==> config.mk <==
export PLATFORM = sky130hd
export DESIGN_NAME = sobel_grad_3x3
export DESIGN_NICKNAME = d
export VERILOG_FILES = /design/src/rtl/sobel_pkg.sv /design/src/rtl/sobel_grad_3x3_tap_sum.sv /design/src/rtl/sobel_grad_3x3.sv
export SDC_FILE = /design/constraint.sdc
export NUM_CORES = 1
export LEC_CHECK = 0
export BUFFER_PORTS_ARGS = -buffer_cell sky130_fd_sc_hd__buf_2
export CORE_UTILIZATION = 64
export DETAILED_ROUTE_END_ITERATION = 12
export PLACE_DENSITY = 0.88
export SLEW_MARGIN = 20
export SYNTH_ARGS = -nofsm -noshare
export SYNTH_HDL_FRONTEND = slang
export SYNTH_SLANG_ARGS = --single-unit
==> constraint.sdc <==
create_clock -name clk -period 8.1 [get_ports clk]
set_clock_uncertainty 0.1 [all_clocks]
set_input_delay 0 -clock clk [delete_from_list [all_inputs] [get_ports clk]]
set_output_delay 0 -clock clk [all_outputs]
set_load 0.05 [all_outputs]
==> src/rtl/sobel_pkg.sv <==
// Shared types and constants for the streaming Sobel gradient engine.
package sobel_pkg;

  typedef enum logic {
    ST_IDLE,
    ST_ACTIVE
  } sobel_state_t;

  localparam int BYP_TOP   = 0;
  localparam int BYP_BOT   = 1;
  localparam int BYP_LEFT  = 2;
  localparam int BYP_RIGHT = 3;

  function automatic int grad_w(input int dwidth);
    return dwidth + 3;
  endfunction

endpackage

==> src/rtl/sobel_grad_3x3_tap_sum.sv <==
// One window line: swap out-of-image taps for the centre pixel, then register t0 + 2*t1 + t2.
module sobel_tap_sum
  import sobel_pkg::*;
#(
  parameter int DWIDTH = 10
) (
  input  logic              clk,
  input  logic              rst,
  input  logic              en,
  input  logic [DWIDTH-1:0] t0,
  input  logic [DWIDTH-1:0] t1,
  input  logic [DWIDTH-1:0] t2,
  input  logic [DWIDTH-1:0] ctr,
  input  logic [2:0]        sub,
  output logic [DWIDTH+1:0] sum
);

  logic [DWIDTH-1:0] x0, x1, x2;
  logic [DWIDTH+1:0] sum_next;

  always_comb begin
    x0       = sub[0] ? ctr : t0;
    x1       = sub[1] ? ctr : t1;
    x2       = sub[2] ? ctr : t2;
    sum_next = {2'b00, x0} + {1'b0, x1, 1'b0} + {2'b00, x2};
  end

  always_ff @(posedge clk) begin
    if (rst) begin
      sum <= '0;
    end else if (en) begin
      sum <= sum_next;
    end
  end

endmodule

==> src/rtl/sobel_grad_3x3.sv <==
// Streaming 3x3 Sobel gradient engine, three-stage pipeline with valid/ready on both sides.
// Define SOBEL_MAG_EN to add the L1 magnitude output and threshold flag.
module sobel_grad_3x3
  import sobel_pkg::*;
#(
  parameter int DWIDTH   = 10,
  parameter int MAX_COLS = 2048,
  localparam int CW      = $clog2(MAX_COLS),
  localparam int GW      = grad_w(DWIDTH)
) (
  input  logic                 clk,
  input  logic                 rst,
  input  logic                 s_valid,
  output logic                 s_ready,
  input  logic                 s_sof,
  input  logic                 s_eol,
  input  logic                 s_lrow,
  input  logic [DWIDTH-1:0]    data_a,
  input  logic [DWIDTH-1:0]    data_b,
  input  logic [DWIDTH-1:0]    data_c,
  input  logic [DWIDTH-1:0]    data_d,
  input  logic [DWIDTH-1:0]    data_e,
  input  logic [DWIDTH-1:0]    data_f,
  input  logic [DWIDTH-1:0]    data_g,
  input  logic [DWIDTH-1:0]    data_h,
  input  logic [DWIDTH-1:0]    data_i,
  input  logic [CW-1:0]        img_width,
  input  logic                 edge_sel,
`ifdef SOBEL_MAG_EN
  input  logic [GW-1:0]        thresh,
  output logic [GW-1:0]        m_mag,
  output logic                 m_edge,
`endif
  output logic                 m_valid,
  input  logic                 m_ready,
  output logic                 m_sof,
  output logic                 m_eol,
  output logic signed [GW-1:0] m_gx,
  output logic signed [GW-1:0] m_gy,
  output logic                 err_len,
  output logic                 err_sof
);

  localparam int SW = DWIDTH + 2;

  sobel_state_t state_reg;
  logic [CW-1:0] col_reg, width_reg, cur_col, cur_width;
  logic          first_row_reg, pol_reg;
  logic          en, take, len_bad;
  logic [3:0]    byp;

  assign en      = !m_valid | m_ready;
  assign s_ready = en;
  assign take    = s_valid & en & (s_sof | (state_reg == ST_ACTIVE));

  // A sof beat restarts position tracking on that very beat.
  assign cur_col   = s_sof ? '0 : col_reg;
  assign cur_width = s_sof ? img_width : width_reg;
  assign len_bad   = s_eol & (cur_col != (cur_width - CW'(1)));

  assign byp[BYP_TOP]   = s_sof | first_row_reg;
  assign byp[BYP_BOT]   = s_lrow;
  assign byp[BYP_LEFT]  = (cur_col == '0);
  assign byp[BYP_RIGHT] = s_eol;

  always_ff @(posedge clk) begin
    if (rst) begin
      state_reg     <= ST_IDLE;
      col_reg       <= '0;
      width_reg     <= '0;
      first_row_reg <= 1'b0;
      pol_reg       <= 1'b0;
      err_len       <= 1'b0;
      err_sof       <= 1'b0;
    end else if (take) begin
      if (s_sof) begin
        width_reg <= img_width;
        pol_reg   <= edge_sel;
      end
      if (s_sof && state_reg == ST_IDLE) begin
        err_len <= len_bad;
        err_sof <= 1'b0;
      end else begin
        err_len <= err_len | len_bad;
        err_sof <= err_sof | s_sof;
      end
      first_row_reg <= s_eol ? 1'b0 : (s_sof | first_row_reg);
      col_reg       <= s_eol ? '0 : cur_col + CW'(1);
      state_reg     <= (s_eol & s_lrow) ? ST_IDLE : ST_ACTIVE;
    end
  end

  // Stage 1: per-tap substitution masks; corners take the OR of both sides.
  logic sub_a, sub_b, sub_c, sub_d, sub_f, sub_g, sub_h, sub_i;
  assign sub_a = byp[BYP_TOP] | byp[BYP_LEFT];
  assign sub_b = byp[BYP_TOP];
  assign sub_c = byp[BYP_TOP] | byp[BYP_RIGHT];
  assign sub_d = byp[BYP_LEFT];
  assign sub_f = byp[BYP_RIGHT];
  assign sub_g = byp[BYP_BOT] | byp[BYP_LEFT];
  assign sub_h = byp[BYP_BOT];
  assign sub_i = byp[BYP_BOT] | byp[BYP_RIGHT];

  logic [DWIDTH-1:0] line_tap [4][3];
  logic [2:0]        line_sub [4];
  logic [SW-1:0]     line_sum [4];

  always_comb begin
    line_tap[BYP_TOP]   = '{data_a, data_b, data_c};
    line_tap[BYP_BOT]   = '{data_g, data_h, data_i};
    line_tap[BYP_LEFT]  = '{data_a, data_d, data_g};
    line_tap[BYP_RIGHT] = '{data_c, data_f, data_i};
    line_sub[BYP_TOP]   = {sub_c, sub_b, sub_a};
    line_sub[BYP_BOT]   = {sub_i, sub_h, sub_g};
    line_sub[BYP_LEFT]  = {sub_g, sub_d, sub_a};
    line_sub[BYP_RIGHT] = {sub_i, sub_f, sub_c};
  end

  for (genvar gi = 0; gi < 4; gi++) begin : g_line
    sobel_tap_sum #(.DWIDTH(DWIDTH)) u_sum (
      .clk (clk),
      .rst (rst),
      .en  (en),
      .t0  (line_tap[gi][0]),
      .t1  (line_tap[gi][1]),
      .t2  (line_tap[gi][2]),
      .ctr (data_e),
      .sub (line_sub[gi]),
      .sum (line_sum[gi])
    );
  end

  logic v1_reg, sof1_reg, eol1_reg, pol1_reg;
  logic v2_reg, sof2_reg, eol2_reg;
  logic signed [GW-1:0] gx_diff, gy_diff, gx2_reg, gy2_reg;

  assign gx_diff = $signed({1'b0, line_sum[BYP_LEFT]}) - $signed({1'b0, line_sum[BYP_RIGHT]});
  assign gy_diff = $signed({1'b0, line_sum[BYP_TOP]})  - $signed({1'b0, line_sum[BYP_BOT]});

`ifdef SOBEL_MAG_EN
  logic [GW-1:0] abs_gx, abs_gy, mag_next;
  assign abs_gx   = gx2_reg[GW-1] ? GW'(-gx2_reg) : GW'(gx2_reg);
  assign abs_gy   = gy2_reg[GW-1] ? GW'(-gy2_reg) : GW'(gy2_reg);
  assign mag_next = abs_gx + abs_gy;
`endif

  // Stages 1-3 control plus stage 2 differences and stage 3 output register.
  always_ff @(posedge clk) begin
    if (rst) begin
      v1_reg   <= 1'b0;
      sof1_reg <= 1'b0;
      eol1_reg <= 1'b0;
      pol1_reg <= 1'b0;
      v2_reg   <= 1'b0;
      sof2_reg <= 1'b0;
      eol2_reg <= 1'b0;
      gx2_reg  <= '0;
      gy2_reg  <= '0;
      m_valid  <= 1'b0;
      m_sof    <= 1'b0;
      m_eol    <= 1'b0;
      m_gx     <= '0;
      m_gy     <= '0;
`ifdef SOBEL_MAG_EN
      m_mag    <= '0;
      m_edge   <= 1'b0;
`endif
    end else if (en) begin
      v1_reg   <= take;
      sof1_reg <= s_sof;
      eol1_reg <= s_eol;
      pol1_reg <= s_sof ? edge_sel : pol_reg;
      v2_reg   <= v1_reg;
      sof2_reg <= sof1_reg;
      eol2_reg <= eol1_reg;
      gx2_reg  <= pol1_reg ? -gx_diff : gx_diff;
      gy2_reg  <= pol1_reg ? -gy_diff : gy_diff;
      m_valid  <= v2_reg;
      m_sof    <= sof2_reg;
      m_eol    <= eol2_reg;
      m_gx     <= gx2_reg;
      m_gy     <= gy2_reg;
`ifdef SOBEL_MAG_EN
      m_mag    <= mag_next;
      m_edge   <= mag_next > thresh;
`endif
    end
  end

endmodule

Word-level counts from Yosys, hierarchy flattened
Index checks and enable logic that the tools add are counted.
{ "totals": {"ff_bits": 137, "inputBits": 109, "out_inout_bits": 32, "wordCells": 75} }
{ "classes": {"add_sub_neg": 14, "eq_ne": 1, "n_mux": 18, "n_bitwise": 14, "n_reduce_logical": 3} }
{ "op_table": {"columns": ["operator", "n"], "rows": [
  ["$mux W10", 8],
  ["$add A10 B11 Y12", 4],
  ["$add A12 B10 Y12", 4],
  ["$mux W11", 3],
  ["$mux W13", 2],
  ["$neg A13 Y13", 2],
  ["$sub A12 B12 Y13", 2],
  ["$add A11 B1 Y11 const B", 1],
  ["$logic_not A11 Y1", 1],
  ["$ne A11 B11 Y1", 1],
  ["$sub A11 B1 Y11 const B", 1],
  ["$or A1 B1 Y1", 9],
  ["$mux W1", 5],
  ["$and A1 B1 Y1", 4],
  ["$logic_and A1 B1 Y1", 1],
  ["$logic_not A1 Y1", 1],
  ["$not A1 Y1", 1]
]} }

Longest topological paths before layout
Gate-level depths: netlist (run 1).
{ "depth": {"ltp_word": 6, "depth_mapped": 22, "mapped_depth_nobuf": 19} }

Hierarchy
From an unflattened synthesis (run 1), not the netlist that was laid out.
{ "unflattened": {"cells_unflattened": 1322, "hier_area_um2": 11292.1} }
{ "modules_own_cells": {"columns": ["module", "n_inst", "cells_each", "area_per_inst_um2", "seq_area_each_um2"], "rows": [
  ["sobel_grad_3x3", 1, 767, 5719.2, 1781.7],
  ["sobel_tap_sum (g_line[3].u_sum)", 1, 138, 1412.6, 240.2],
  ["sobel_tap_sum (g_line[0].u_sum)", 1, 141, 1392.6, 240.2],
  ["sobel_tap_sum (g_line[2].u_sum)", 1, 141, 1391.3, 240.2],
  ["sobel_tap_sum (g_line[1].u_sum)", 1, 135, 1376.3, 240.2]
]} }

Worst setup path before layout (run 1)
OpenSTA, ideal clock, no wires.
{ "synth_path": {"kind": "input port to flip-flop", "start": "input s_sof", "end": "register g_line[1].u_sum.sum[9]", "setup_time_ps": 106, "arrival_time_ps": 4372, "setup_slack_ps": 3522, "stages": 22, "n_path_buf": 3, "path_cell_list": "clkbuf_1 inv_1 clkbuf_1 nand2_1 ha_1 a21boi_0 or2_2 clkbuf_1 mux2i_1 fa_1 inv_1 ha_1 inv_1 fa_1 nor2b_1 o21ai_0 a21boi_0 o21ai_0 a21boi_0 o21ai_0 a2111o_1 o311ai_0"} }
{ "synth_via": {"elab_chain_len": 6} }
{ "synth_rtl": {"columns": ["element", "line_no", "source"], "rows": [
  ["from (decl)", "sobel_grad_3x3.sv:15", "input logic s_sof,"],
  ["$mux W11", "sobel_grad_3x3.sv:57", "assign cur_col = s_sof ? '0 : col_reg;"],
  ["$logic_not A11 Y1", "sobel_grad_3x3.sv:63", "assign byp[BYP_LEFT] = (cur_col == '0);"],
  ["$or A1 B1 Y1", "sobel_grad_3x3.sv:100", "assign sub_g = byp[BYP_BOT] | byp[BYP_LEFT];"],
  ["$mux W10", "sobel_grad_3x3_tap_sum.sv:22", "x0 = sub[0] ? ctr : t0;"],
  ["$add A10 B11 Y12", "sobel_grad_3x3_tap_sum.sv:25", "sum_next = {2'b00, x0} + {1'b0, x1, 1'b0} + {2'b00, x2};"],
  ["$add A12 B10 Y12", "sobel_grad_3x3_tap_sum.sv:25", null],
  ["to (signal assigned)", "sobel_grad_3x3_tap_sum.sv:32", "sum <= sum_next;"],
  ["to (decl)", "sobel_grad_3x3_tap_sum.sv:15", "output logic [DWIDTH+1:0] sum"]
]} }
Every way passes these cells.
A chain may end at the register's enable or synchronous reset.

Worst setup path after layout (run 1)
{ "layout_path": {"start": "register col_reg[0]", "end": "register g_line[1].u_sum.sum[9]"} }
{ "layout_via": {"elab_chain_len": 6} }
{ "layout_rtl": {"columns": ["element", "line_no", "source"], "rows": [
  ["from (decl)", "sobel_grad_3x3.sv:47", "logic [CW-1:0] col_reg, width_reg, cur_col, cur_width;"],
  ["from (signal assigned)", "sobel_grad_3x3.sv:88", "col_reg <= s_eol ? '0 : cur_col + CW'(1);"],
  ["$mux W11", "sobel_grad_3x3.sv:57", null],
  ["$logic_not A11 Y1", "sobel_grad_3x3.sv:63", null],
  ["$or A1 B1 Y1", "sobel_grad_3x3.sv:100", null],
  ["$mux W10", "sobel_grad_3x3_tap_sum.sv:22", null],
  ["$add A10 B11 Y12", "sobel_grad_3x3_tap_sum.sv:25", null],
  ["$add A12 B10 Y12", "sobel_grad_3x3_tap_sum.sv:25", null]
]} }
Every way passes these cells.

==> flow_summary.ini, run 1 <==
[detailed_routing]
via_per_inst = 6.010
drtIter0Drc = 849
ant_nets = 0
drtPass1Iterations = 9
wl_um = 27680
wl_per_cell_um = 16.77
drc = 0
num_vias = 9923

[yosys]
synth_warnings = 0
synthCells = 1314
avgSynthCellArea_um2 = 8.054
yosysSeqAreaShare_pct = 25.92
syn_nets = 1538
synthDistinctLibCells = 65
synth_edf_count = 0
synth_top_flop_cell = dfxtp_1
yosys.area.top_type = dfxtp_1
ys_seq_elements = 137
yosys-top-cells-area = dfxtp_1, ha_1, fa_1
synth.top_cell.area_share_pct = 25.92
syn_area_mm2 = 0.01058
async_flop_share_pct = 0

[run_status]
outcome = finished clean

[cts]
clock_latency_ps = 430
cts_max_level = 4
cts_resized = 0
clock-sinks = 137
cts-root-buf = clkbuf_16
cts_tree = done
cts_buffers = 17
post_cts_buffers = 0
clk_pin_slew_ps = 60
clockBufferDepth = 2

[die]
rows = 46
die_w_um = 130.6
ios = 141
core_area_mm2 = 0.01600
die_h_um = 130.6
fp.dieArea_mm2 = 0.01705
start_util_pct = 66.14

[finish]
area_growth_pct = 13.90
fill_cells = 1179
register_area_mm2 = 0.002743
largest_reg_flops = 48
largest-register = g_line.u_sum.sum
multi_input_area_mm2 = 0.007086
layoutNonFillerInstCount = 1651
nets = 1645
drive_above_1_share_pct = 16.18

[grt]
overflow = 0
grt_pass1_vias = 9757
grt_usage_pct = 34.00
grt_pass1_wl_um = 45440
grt_max_degree = 96
antenna_found_initial = 0

[timing]
setup_viol = 0
worstMarginPinSlew_ps = 945.4
finalCritPeriodShare_pct = 65.83
tns_ps = 0
fmax_mhz = 187.5
rsz0062_at_grt = false
finalMaxSlewViolations = 0
period_minus_slack_ps = 5332
relSlewSlack_pct = 36.89
hold_violations = 0

[placement]
port_buffers = 140
routabilityCongestion = 0.9058
place_inst = 1607
dp_hpwl_um = 19830

[pwr]
power_frac_seq_pct = 26.4
power.switching_mw = 1.443
clkPwrFrac_pct = 23.2
p_comb_share_pct = 50.3
power.density_mw_per_mm2 = 286.4
switching_share_pct = 41.80
p_int_mw = 2.009
p_leak_nw = 5.504
ir_worst_vdd_v = 0.0002057

[setup_path]
r2r_slack_ps = 2770
crit_fanout = 12
worstPathRequired_ps = 8310
crit_type = reg -> reg
cp.arrival_ps = 5540
start_kind = flip-flop
cp-end-kind = flip-flop

[worst_hold_path]
hp-class = in -> reg

[run]
cap_violations = 0
-- metal layers --
metal	global-route usage [%]	up-vias	part of all wire (%)
li1	-	4771	-
met1	37.80	4614	39
met2	59.41	428	50
met3	6.352	110	5.7
met4	22.52	0	5.4
met5	0	-	0
-- synth_stat cells (7+ instances only) --
library cell / instances
a21oi_1: 129
fa_1: 42
nand2b_1: 10
clkbuf_1: 55
a31oi_1: 11
nand4_1: 7
dfxtp_1: 137
buf_1: 12
xor2_1: 29
nor2b_1: 15
nor2_1: 82
or4_1: 7
xnor2_1: 34
a21boi_0: 9
nor4b_1: 9
nand2_1: 187
nor3_1: 25
mux2_2: 34
a21o_1: 9
nand3_1: 23
mux2i_1: 61
ha_1: 73
o21ai_0: 51
o311ai_0: 7
a211oi_1: 30
inv_1: 124
-- cells in the final DEF, fill, tap and decap left out, types with 7 or more instances in the layout --
cell type / n
nand3_1: 23
nand2b_1: 10
fa_1: 42
a211oi_1: 30
inv_1: 124
o311ai_0: 7
o21ai_0: 51
dlygate4sd3_1: 11
nor2b_1: 14
or4_1: 7
a21oi_1: 129
xor2_1: 29
mux2i_1: 61
a31oi_1: 11
nor2_1: 82
nand4_1: 7
nor4b_1: 9
mux2_2: 34
nand2_1: 187
ha_1: 73
clkbuf_16: 17
a21o_1: 9
nor3_1: 24
a21boi_0: 8
buf_2: 139
buf_4: 9
dfxtp_1: 137
xnor2_1: 34
-- final timing paths --
path | start | to | depth (start not counted)
setup / recovery | col_reg[0]$_SDFFE_PP0P_ | g_line[1].u_sum.sum[9]$_SDFFE_PP0N_ | 20
hold / removal | rst | g_line[2].u_sum.sum[3]$_SDFFE_PP0N_ | 2
setup reg to reg | col_reg[0]$_SDFFE_PP0P_ | g_line[1].u_sum.sum[9]$_SDFFE_PP0N_ | 20
hold reg to reg | m_gy[5]$_SDFFE_PP0N_ | m_gy[5]$_SDFFE_PP0N_ | 2
-- worst max-delay path, stage by stage (launching register included) --
cell      delay, ps
dfxtp_1         360
nor2b_1         290
inv_1           100
ha_1            220
a21boi_1        140
buf_4           230
or2_2           440
mux2i_1         360
fa_1            480
inv_1            70
ha_1            170
inv_1            70
fa_1            400
nor2b_1         170
o21ai_0         130
a21boi_0        280
o21ai_0         170
a21boi_0        290
o21ai_0         210
a2111o_1        440
o311ai_0        100
-- cell families after synthesis --
group	after synthesis	synth area share, %
compound gates	309	18.44
xor+xnor	63	5.214
fa+ha+maj	115	16.58
buf+inv	196	7.248
flops	137	25.92
mux	95	9.388
simple gates	399	17.21
-- per-stage QoR --
step / setup slack [ps] / cell area, um2 / hold slack (ps) / total power, mW / util, %
final: 2768 / 12050 / 3.481 / 3.452 / 75.34
after global routing: 2130 / 12050 / 43.77 / 3.687 / 75.32
after CTS: 2886 / 12050 / 0.7097 / 3.428 / 75.32
after detailed placement: 2485 / 11330 / 163.1 / 2.601 / 70.82
after global placement: 2738 / 11330 / 149.1 / 2.540 / 70.82
after floorplan: 3522 / 10580 / 35.96 / 2.206 / -
-- what timing repair did --
| action | 4_1_cts | 5_1_grt |
|---|---|---|
| endpoints found under the hold margin | 12 | 0 |
| hold buffers | 11 | 0 |
| setup endpoints to repair | 0 | 0 |
-- power groups by stage --
stage / Sequential [mW] / Clock (mW) / Combinational [mW]
after CTS: 0.910 / 0.805 / 1.71
after global placement: 0.918 / 0 / 1.62
after detailed placement: 0.923 / 0 / 1.68
after global routing: 0.930 / 0.841 / 1.92
final: 0.912 / 0.802 / 1.74
after floorplan: 0.994 / 0 / 1.21
-- final cells by class --
class,count,share of cell area (%)
diodes,1,0.02076
clock buffers,19,3.674
clock inverters,13,1.381
inverters,125,3.903
multi-input cells,981,58.78
flip-flops and latches,137,22.75
well taps,216,2.242
repair buffers,159,7.245
No activity file was read; power rests on OpenSTA's default activity.
==> inputs of run 2 (changes only) <==
--- a/config.mk
+++ b/config.mk
@@ -5,10 +5,11 @@
 export SDC_FILE = /design/constraint.sdc
 export NUM_CORES = 1
 export LEC_CHECK = 0
+export ABC_AREA = 1
 export BUFFER_PORTS_ARGS = -buffer_cell sky130_fd_sc_hd__buf_2
-export CORE_UTILIZATION = 64
+export CORE_UTILIZATION = 54
 export DETAILED_ROUTE_END_ITERATION = 12
-export PLACE_DENSITY = 0.88
+export PLACE_DENSITY = 0.79
 export SLEW_MARGIN = 20
 export SYNTH_ARGS = -nofsm -noshare
 export SYNTH_HDL_FRONTEND = slang
==> constraint.sdc (replaced) <==
create_clock -name clk -period 4.6 [get_ports clk]
set_clock_uncertainty 0.1 [all_clocks]
set_input_delay 0 -clock clk [delete_from_list [all_inputs] [get_ports clk]]
set_output_delay 0 -clock clk [all_outputs]
set_load 0.05 [all_outputs]
==> flow_summary.ini, run 2 <==
[yosys]
yosys-top-cells-area = dfxtp_1, nand2_1, inv_1
synth_warnings = 0
async_flop_share_pct = 0
syn_nets = 1925
synth_top_flop_cell = dfxtp_1
synthCells = 1701
yosys.area.top_type = dfxtp_1
synthDistinctLibCells = 38
ys_seq_elements = 137
synth.top_cell.area_share_pct = 24.66
avgSynthCellArea_um2 = 6.538
ys_top_cells_by_count = nand2_1, inv_1, nor2_1
synth_edf_count = 0
yosysSeqAreaShare_pct = 24.66
syn_area_mm2 = 0.01112
yosysMostFrequentCell = nand2_1

[setup_path]
crit_buf_inv = 9
crit_fanout = 21
start_kind = primary input
crit_type = in -> reg
cp-end-kind = flip-flop
max_stage_delay_ps = 520
startpoint = s_sof
cp_top_family = buffers and inverters
critPathSlowestCell = dlygate4sd3_1
worstPathRequired_ps = 4810
reg2reg_from = col_reg[0]$_SDFFE_PP0P_
cp_cell_sequence = dlygate4sd3_1, buf_2, inv_2, nand2_1, inv_1, nor4_1, nand4_1, buf_4, nand2_1, buf_4, nand2_1, o21ai_2, inv_2, fa_1, inv_1, ha_1, a21oi_1, o21ai_0, a21oi_1, o21ai_0, xor2_1, o21bai_1, inv_1
cp.arrival_ps = 4330

[cts]
cts_hold_repair.buffers = 15
cts_max_level = 4
cts_buffers = 17
clock-sinks = 137
clock_latency_ps = 420
cts_tree = done
cts-root-buf = clkbuf_16
post_cts_buffers = 0
clockBufferDepth = 2
clk_pin_slew_ps = 60
cts_resized = 0

[die]
ios = 141
die_h_um = 145.5
core_area_mm2 = 0.02023
fp.dieArea_mm2 = 0.02117
die_w_um = 145.5
start_util_pct = 54.96
rows = 52

[grt]
grt_pass1_vias = 10120
grt_pass1_wl_um = 48070
overflow = 0
antenna_found_initial = 1
grt_usage_pct = 27.80
grt_max_degree = 94

[finish]
layout_common_cells = nand2_1, inv_1, nor2_1
largest-register = g_line.u_sum.sum
n_antenna_cell = 0
drive_above_1_share_pct = 12.51
nets = 2049
final_util_pct = 62.85
largest_reg_flops = 48
layout_commonest_cell = nand2_1
area_growth_pct = 14.36

[pwr]
ir_worst_vdd_v = 0.0002556
power_frac_seq_pct = 24.8
switching_share_pct = 45.31
power.density_mw_per_mm2 = 511.0
power.switching_mw = 2.944
p_leak_nw = 6.757
clkPwrFrac_pct = 20.5
p_comb_share_pct = 54.6
p_int_mw = 3.554

[timing]
tns_ps = 0
setup_viol = 0
rsz0062_at_grt = false
worstMarginPinSlew_ps = 997.2
fmax_mhz = 242.9
relSlewSlack_pct = 33.42
finalCritPeriodShare_pct = 89.49
hold_violations = 0
finalMaxSlewViolations = 0
period_minus_slack_ps = 4116

[worst_hold_path]
hp-class = in -> reg
worstHoldStart = s_valid

[detailed_routing]
drtIter0Drc = 782
via_per_inst = 5.171
num_vias = 10900
ant_nets = 0
drtPass1Iterations = 5
drc = 0
wl_per_cell_um = 13.64
wl_um = 28750

[run_status]
outcome = finished clean

[run]
cap_violations = 0

[placement]
dp_hpwl_um = 22580
routabilityCongestion = 0.9800
port_buffers = 140
## run 2: cell count changes after synthesis, sizes merged, moves of 34 or more
| cell | previous run | this run |
|---|---|---|
| inv | 124 | 299 |
| mux2 | 34 | 0 |
| mux2i | 61 | 1 |
| nand2 | 187 | 360 |
| nand3 | 23 | 77 |
| nor2 | 82 | 193 |
| o21ai | 51 | 199 |
## run 2: metal layers
layer | GRT usage [%] | vias up | share of wire (%)
met5 | 0 | - | 0.045
met1 | 38.68 | 4838 | 48
li1 | - | 5659 | -
met4 | 7.684 | 2 | 1.7
met2 | 44.74 | 355 | 44
met3 | 4.326 | 46 | 6.0
## run 2: layout make-up
type	count	area (um2)
Clock buffer	18	429.2
Clock inverter	14	150.1
Fill cell	1867	7517
Inverter	300	1127
Multi-Input combinational cell	1202	6989
Sequential cell	137	2743
Tap cell	270	337.8
Timing Repair Buffer	167	940.9
## run 2: worst min-delay path: stages
cell and delay [ps]:
buf_2 100, o21ai_1 60, nor2_1 50, buf_4 190
a21oi_1 130
## run 2: metrics by stage
step	power, mW	cells	hold slack, ps	area (um2)	setup WS [ps]
global route	7.093	2108	54.13	12720	57.54
floorplan	4.329	1701	100.9	11120	811.2
global placement	5.041	2061	224.8	11990	684.8
detailed placement	5.120	2061	234.6	11990	586.0
CTS	6.492	2108	18.96	12720	550.6
finish	6.498	2108	37.59	12720	483.7
## run 2: kinds of logic (layout without fill, tap and decap cells)
kind of cell | Yosys count | count (layout) | synth area share [%]
buffers and inverters | 362 | 499 | 12.56
AOI/OAI and AO/OA | 377 | 377 | 19.01
adders and majority gates | 115 | 115 | 15.77
DFF | 137 | 137 | 24.66
xor gates and xnor gates | 42 | 42 | 3.308
and+or+nand+nor | 667 | 667 | 24.59
muxes | 1 | 1 | 0.09001
## run 2: final timing paths
check                                             end  slack, ps  cells past startpoint
setup / recovery  g_line[0].u_sum.sum[8]$_SDFFE_PP0N_        480                     23
hold / removal              width_reg[3]$_SDFFE_PP0P_         40                      5
setup reg to reg  g_line[0].u_sum.sum[8]$_SDFFE_PP0N_        520                     19
hold reg to reg                  err_len$_SDFFE_PP0P_        350                      2
## run 2: power by group through the flow
stage | clock, mW | combinational [mW] | sequential (mW)
2_1_floorplan | 0 | 2.57 | 1.76
3_3_place_gp | 0 | 3.42 | 1.62
3_5_place_dp | 0 | 3.49 | 1.63
4_1_cts | 1.35 | 3.53 | 1.61
5_1_grt | 1.41 | 4.04 | 1.65
6_report | 1.33 | 3.55 | 1.61
==> inputs of run 3 (changes only) <==
--- a/config.mk
+++ b/config.mk
@@ -6,7 +6,7 @@
 export NUM_CORES = 1
 export LEC_CHECK = 0
 export ABC_AREA = 1
-export BUFFER_PORTS_ARGS = -buffer_cell sky130_fd_sc_hd__buf_2
+export BUFFER_PORTS_ARGS = -buffer_cell sky130_fd_sc_hd__buf_4
 export CORE_UTILIZATION = 54
 export DETAILED_ROUTE_END_ITERATION = 12
 export PLACE_DENSITY = 0.79
==> flow_summary.ini, run 3 (synthesized netlist as in run 2, its figures left out) <==
[detailed_routing]
num_vias = 10890
ant_nets = 0
wl_um = 28470
drc = 0
wl_per_cell_um = 13.52
via_per_inst = 5.171
drtIter0Drc = 771
drtPass1Iterations = 5

[run_status]
outcome = finished clean

[cts]
cts_buffers = 17
clock-sinks = 137
clockBufferDepth = 2
cts-root-buf = clkbuf_16
cts_tree = done
cts_max_level = 4
clock_latency_ps = 430
clk_pin_slew_ps = 60

[die]
rows = 52
core_area_mm2 = 0.02023
die_w_um = 145.5
die_h_um = 145.5
fp.dieArea_mm2 = 0.02117
start_util_pct = 54.96
ios = 141

[finish]
largest_reg_flops = 48
nets = 2047
area_growth_pct = 17.29
layout_common_cells = nand2_1, inv_1, nor2_1
layoutNonFillerInstCount = 2106
fill_cells = 1827
drive_above_1_share_pct = 12.43
layout_commonest_cell = nand2_1
largest-register = g_line.u_sum.sum

[grt]
grt_pass1_vias = 10000
overflow = 0
grt_max_degree = 94
grt_usage_pct = 27.79
antenna_found_initial = 1
grt_pass1_wl_um = 47840

[worst_hold_path]
worstHoldStart = img_width[6]
hp-class = in -> reg

[timing]
layout_setup_ws_ps = 503.2
finalCritPeriodShare_pct = 89.06
period_minus_slack_ps = 4097
setup_viol = 0
relSlewSlack_pct = 34.73
tns_ps = 0
rsz0062_at_grt = false
hold_violations = 0
fmax_mhz = 244.1
finalMaxSlewViolations = 0
worstMarginPinSlew_ps = 977.9

[setup_path]
start_kind = flip-flop
cp.arrival_ps = 4300
cp-end-kind = flip-flop
crit_fanout = 4
startpoint = col_reg[0]$_SDFFE_PP0P_
crit_type = reg -> reg
reg2reg_from = col_reg[0]$_SDFFE_PP0P_
worstPathRequired_ps = 4810

[pwr]
p_leak_nw = 6.841
ir_worst_vdd_v = 0.0002867
power.density_mw_per_mm2 = 499.1

[run]
cap_violations = 0

[placement]
port_buffers = 140
place_ws_ps = 573.0
place_inst = 2060
dp_hpwl_um = 22630
routabilityCongestion = 0.9755
## run 3: cell types whose count changed in the layout (fill, tap and decap cells not counted), sizes merged
cell         previous run  this run
inv                   301       299
buf                   152       151
clkbuf                 18        19
clkinv                  8         7
clkinvlp                3         4
diode                   0         1
dlygate4sd3            15        14
## run 3: metrics by stage
step	util, %	instance area [um2]	total power, mW	hold slack, ps
2_1_floorplan	-	11120	4.329	100.9
3_3_place_gp	60.94	12330	5.089	219.1
3_5_place_dp	60.94	12330	5.158	242.9
4_1_cts	64.45	13040	6.508	18.79
5_1_grt	64.45	13040	7.139	76.80
6_report	64.46	13040	6.510	20.89
## run 3: timing repair
action                                 in CTS  in global routing
resized for setup                           0                  0
hold buffers                               14                  0
buffers inserted                            0                  0
endpoints found under the hold margin      30                  0
## run 3: layer usage
layer / wire length (um) / part of all wire, % / global-route usage [%]
met2: 12300 / 43 / 42.64
met1: 13660 / 48 / 39.02
met3: 1813 / 6.4 / 5.329
met5: 0 / 0 / 0
met4: 695 / 2.4 / 9.579
## run 3: layout make-up
type	instances	area [um2]	area share (%)
Sequential cell	137	2743	21.03
Tap cell	270	337.8	2.590
Clock buffer	19	442.9	3.396
Antenna cell	1	2.502	0.01918
Inverter	300	1127	8.643
Multi-Input combinational cell	1202	6989	53.58
Timing Repair Buffer	165	1274	9.765
Clock inverter	12	127.6	0.9784
## run 3: critical path: stages, from the launching register on
cell and delay (ps):
dfxtp_1 330, inv_1 50, nor2_1 220, inv_1 100
ha_1 210, nand4_1 150, nand2_1 110, o21ai_0 380
fa_1 480, inv_1 80, ha_1 190, inv_1 80
fa_1 390, o21ai_0 290, nand2_1 80, nand2_1 70
a21oi_1 80, o21ai_0 280, xor2_1 120, o21bai_1 140
inv_1 50
## run 3: where the power goes
group | switching (mW) | internal, mW | total, mW
registers | 0.138 | 1.48 | 1.61
clock network | 0.516 | 0.805 | 1.32
logic | 2.25 | 1.33 | 3.58
## run 3: final timing paths
path | slack [ps] | endpoint | cells past startpoint
worst max register to register | 500 | g_line[1].u_sum.sum[9]$_SDFFE_PP0N_ | 20
worst min-delay path | 20 | width_reg[6]$_SDFFE_PP0P_ | 5
worst min register to register | 350 | flip-flop | 2
worst max-delay path | 500 | g_line[1].u_sum.sum[9]$_SDFFE_PP0N_ | 20
